[config.mk]
export PLATFORM = sky130hd
export DESIGN_NAME = seg_display
export DESIGN_NICKNAME = d
export VERILOG_FILES = /design/src/rtl/seg_display.sv
export SDC_FILE = /design/constraint.sdc
export NUM_CORES = 1
export LEC_CHECK = 0
export ABC_AREA = 1
export CORE_MARGIN = 3
export CORE_UTILIZATION = 30
export CTS_CLUSTER_SIZE = 10
export DETAILED_ROUTE_END_ITERATION = 6
export SLEW_MARGIN = 20
export SYNTH_ARGS = -nofsm -noshare
export SYNTH_HDL_FRONTEND = slang
export SYNTH_SLANG_ARGS = --single-unit
export TNS_END_PERCENT = 5
[constraint.sdc]
create_clock -name clk -period 2.1 [get_ports clk]
set_input_delay 0.42 -clock clk [delete_from_list [all_inputs] [get_ports clk]]
set_output_delay 0.42 -clock clk [all_outputs]
set_load 0.02 [all_outputs]
[src/rtl/seg_display.sv]
// Memory-mapped eight-digit seven-segment scanner: CPU writes DATA/CTRL, the
// block cycles through digits with a short all-off gap at the start of each slot.
module seg_display #(
  parameter int SCAN_DIV  = 20000,
  parameter int BLANK_CYC = 2
) (
  input  logic        clk,
  input  logic        rst,
  input  logic [31:0] addr,
  input  logic        we,
  input  logic [31:0] wdata,
  output logic [31:0] rdata,
  output logic [7:0]  dig_en,
  output logic [7:0]  seg
);

  localparam int CW = (SCAN_DIV > 2) ? $clog2(SCAN_DIV) : 1;
  localparam logic [CW-1:0] LAST      = CW'(SCAN_DIV - 1);
  localparam logic [CW-1:0] BLANK     = CW'(BLANK_CYC);
  localparam logic [31:0]   CTRL_MASK = 32'h00FF_FF01;

  logic [31:0]   data_reg;
  logic [31:0]   ctrl_reg;
  logic [CW-1:0] div_cnt_reg;
  logic [2:0]    idx_reg;
  logic [3:0]    nibble [8];
  logic [7:0]    digit_mask;
  logic [7:0]    dp_mask;
  logic          lit;
  logic [6:0]    glyph;
  logic [7:0]    dig_en_next;
  logic [7:0]    seg_next;
  logic          unused_addr;

  generate
    for (genvar gi = 0; gi < 8; gi++) begin : g_nibble
      assign nibble[gi] = data_reg[4*gi +: 4];
    end
  endgenerate

  assign digit_mask  = ctrl_reg[15:8];
  assign dp_mask     = ctrl_reg[23:16];
  assign rdata       = addr[2] ? ctrl_reg : data_reg;
  assign unused_addr = ^{addr[31:3], addr[1:0]};

  // Outputs are a pure function of the current scan state; the output
  // register below adds the single cycle of latency.
  always_comb begin
    lit         = 1'b0;
    glyph       = 7'h00;
    dig_en_next = 8'hFF;
    seg_next    = 8'hFF;
    lit = ctrl_reg[0] && (div_cnt_reg >= BLANK) && digit_mask[idx_reg];
    case (nibble[idx_reg])
      4'h0: glyph = 7'h3F;
      4'h1: glyph = 7'h06;
      4'h2: glyph = 7'h5B;
      4'h3: glyph = 7'h4F;
      4'h4: glyph = 7'h66;
      4'h5: glyph = 7'h6D;
      4'h6: glyph = 7'h7D;
      4'h7: glyph = 7'h07;
      4'h8: glyph = 7'h7F;
      4'h9: glyph = 7'h6F;
      4'hA: glyph = 7'h77;
      4'hB: glyph = 7'h7C;
      4'hC: glyph = 7'h39;
      4'hD: glyph = 7'h5E;
      4'hE: glyph = 7'h79;
      default: glyph = 7'h71;
    endcase
    if (lit) begin
      dig_en_next = ~(8'd1 << idx_reg);
      seg_next    = {~dp_mask[idx_reg], ~glyph};
    end
  end

  always_ff @(posedge clk) begin
    if (rst) begin
      data_reg    <= 32'h0;
      ctrl_reg    <= 32'h0000_FF01;
      div_cnt_reg <= '0;
      idx_reg     <= 3'd0;
      dig_en      <= 8'hFF;
      seg         <= 8'hFF;
    end else begin
      if (we) begin
        if (addr[2]) ctrl_reg <= wdata & CTRL_MASK;
        else         data_reg <= wdata;
      end
      if (div_cnt_reg == LAST) begin
        div_cnt_reg <= '0;
        idx_reg     <= idx_reg + 3'd1;
      end else begin
        div_cnt_reg <= div_cnt_reg + CW'(1);
      end
      dig_en <= dig_en_next;
      seg    <= seg_next;
    end
  end

endmodule

==> qor.yml <==
status: "complete, no violations"
critPathArrivalTime_ns: 1.63
die_h_um: 123.3
ioPinCount: 115
rows: 42
wl_per_cell_um: 13.38
max_freq_ghz: 0.4871
grt_max_degree: 53
syn_inst: 588
n_antenna_cell: 0
cp-end-kind: "primary output"
place_congestion: 0.8763
start_util_pct: 30.93
clock_latency_ns: 0.34
port_buffers: 83
yosys_register_bits: 83
swShare_pct: 25.96
ys_async_sr_fraction_pct: 0
startpoint: "addr[2]"
p_seq_share_pct: 43.6
finClkSkew_ns: 0.009786
fin_setup_tns_ns: 0
die_area_sq_um: 15210
yosysMostFrequentCell: "nand2_1"
yosys_warnings: 0
first_global_vias: 3835
antenna_found_initial: 0
layout.cells.non_filler: 858
synthDistinctLibCells: 34
seq_area_frac_synth_pct: 40.24
drc_errors: 0
nets: 759
max-slew-margin-rel_pct: 77.28
multi_input_area_sq_um: 2058
synth_top_cell_by_area: "dfxtp_1"
clockPowerShare_pct: 41.6
clkTransAtPathRegs_ns: 0.05
cts.path.max_buffers: 2
htreeDepth: 3
vias_per_cell: 4.744
cts_tree: "done"
avgSynthCellArea_sq_um: 7.022
ant_nets: 0
wirelength_um: 11480
yosys-top-cells-count: "134 x nand2_1, 83 x dfxtp_1, 66 x nor2_1"
hold_class: "register to register"
netlist_area_sq_um: 4129
min_to: "div_cnt_reg[13]"
vdd_ir_drop_max_mv: 0.3448
reg2reg_from: "idx_reg[0]"
worstSetupStartpointType: "input port"
grtUsageTotal_pct: 15.63
core-area_sq_um: 13350
grt_first_pass_wirelength_um: 18820
drive_gt1_share_pct: 12.02
max_cap_violations: 0
clock-sinks: 83
first_iter_violations: 272
synthToLayoutAreaGrowth_pct: 32.70
maxSlewViolCount: 0
dp_hpwl_um: 8563
largest_register_ff_count: 32
place_inst: 842
rsz0062_at_grt: "yes"
grt-ovfl-total: 0
reg2reg_to: "seg[3]"
finalHoldViolCount: 0
vias: 4070
synthTopCellsByArea: "dfxtp_1 40%, nand2_1 12%, nand3_1 7.6%, o21ai_0 7.2%, nor2_1 6.0%"
finalPower_mw: 3.896
post-route-period-util_pct: 97.76
die_w_um: 123.3
p_int_mw: 2.884
synth.top_cell.area_share_pct: 40.24
powerDensity_nw_per_um2: 711.0
reg2reg_depth: 12
worstMarginPinSlew_ns: 0.3373
leakagePower_nw: 2.339
min_from: "div_cnt_reg[13]"
synth-edff-count: 0
power.switching_mw: 1.011
period_needed_ns: 2.053
criticalPathCategory: "input port to primary output"
regToRegSetupSlack_ns: 0.15
cts.root.buffer_cell: "clkbuf_16"
setup_viol: 0
fillers: 1426
p_comb_share_pct: 14.9
dr.pass1.iters: 5
seqCellArea_sq_um: 1663
syn-num-nets: 669
synthFlopType: "dfxtp_1"
cp_max_fo: 10
hold_path_depth: 2
cp.required_ns: 1.68
cts_buffers: 9
worst max-delay path by stage:
stage	endpoint	slack, ns	cells after the start
finish	rdata[15]	0.05	5
global route	rdata[15]	-0.07	5
CTS	rdata[23]	-0.06	7
detailed placement	rdata[15]	-0.33	5
global placement	rdata[11]	-0.31	5
floorplan	seg[1]	0.39	14
power groups by stage:
stage / clock (mW) / combinational, mW / sequential [mW]
after detailed placement: 0 / 0.600 / 1.73
final: 1.62 / 0.579 / 1.70
after CTS: 1.66 / 0.579 / 1.70
after global routing: 1.71 / 0.645 / 1.71
after floorplan: 0 / 0.319 / 1.74
after global placement: 0 / 0.595 / 1.73
routing by layer:
layer  share of wire (%)  GRT usage [%]  vias up
met4                 2.6          6.920        0
met3                 4.4          1.876       21
met5                   0              0        -
met1                  47          21.44     1863
met2                  46          24.67      107
li1                    -              -     2079
final cells by class:
| type | count | share of cell area (%) |
|---|---|---|
| inverters | 61 | 4.453 |
| clock buffers | 12 | 4.681 |
| clock inverters | 3 | 0.8678 |
| flip-flops and latches | 83 | 30.35 |
| repair buffers | 108 | 18.06 |
| multi-input cells | 415 | 37.57 |
| well taps | 176 | 4.019 |
worst max-delay path, cell delays in order:
cell and delay [ns]:
clkdlybuf4s50_1 0.50, buf_6 0.15, inv_2 0.06, o21ai_0 0.20, clkdlybuf4s15_2 0.30
per-stage QoR:
step                worst slack (ns)  hold slack, ns  util [%]  instance area [sq um]
floorplan                     0.3918          0.4364         -                   4129
CTS                         -0.06077          0.4627     41.03                   5477
global placement             -0.3085          0.4519     39.00                   5205
finish                       0.04702          0.4577     41.05                   5479
global route                -0.06892          0.4858     41.05                   5479
detailed placement           -0.3310          0.4551     39.00                   5205
cells in the final DEF, fill, tap and decap left out, drive strengths merged, types with 2 or more instances in the layout:
master	netlist	final
dfxtp	83	83
buf	12	27
inv	59	58
o211ai	5	5
nor2	69	69
nand3	67	67
clkinv	2	5
clkbuf	17	21
nand2	140	140
ha	14	14
nand4	6	6
clkdlybuf4s15	0	10
nand3b	2	2
dlygate4sd2	0	11
nor3	4	4
clkdlybuf4s50	0	51
o21ai	60	60
a21oi	42	42
timing repair:
action | 4_1_cts | 5_1_grt
endpoints found under the setup margin | 32 | 33
hold buffers | 0 | 0
buffers inserted | 0 | 1
endpoints found under the hold margin | 0 | 0
gates resized for setup | 42 | 37
logic make-up (layout without fill, tap and decap cells):
group	after synthesis	in the layout	share of synthesized area, %
AND/OR/NAND/NOR	291	291	31.36
flip-flops	83	83	40.24
adder cells (fa/ha/maj)	14	14	4.242
buffers and inverters	90	184	10.15
AO/OA/AOI/OAI	109	109	13.79
XOR/XNOR	1	1	0.2122
Power figures use the tool's default switching activity.
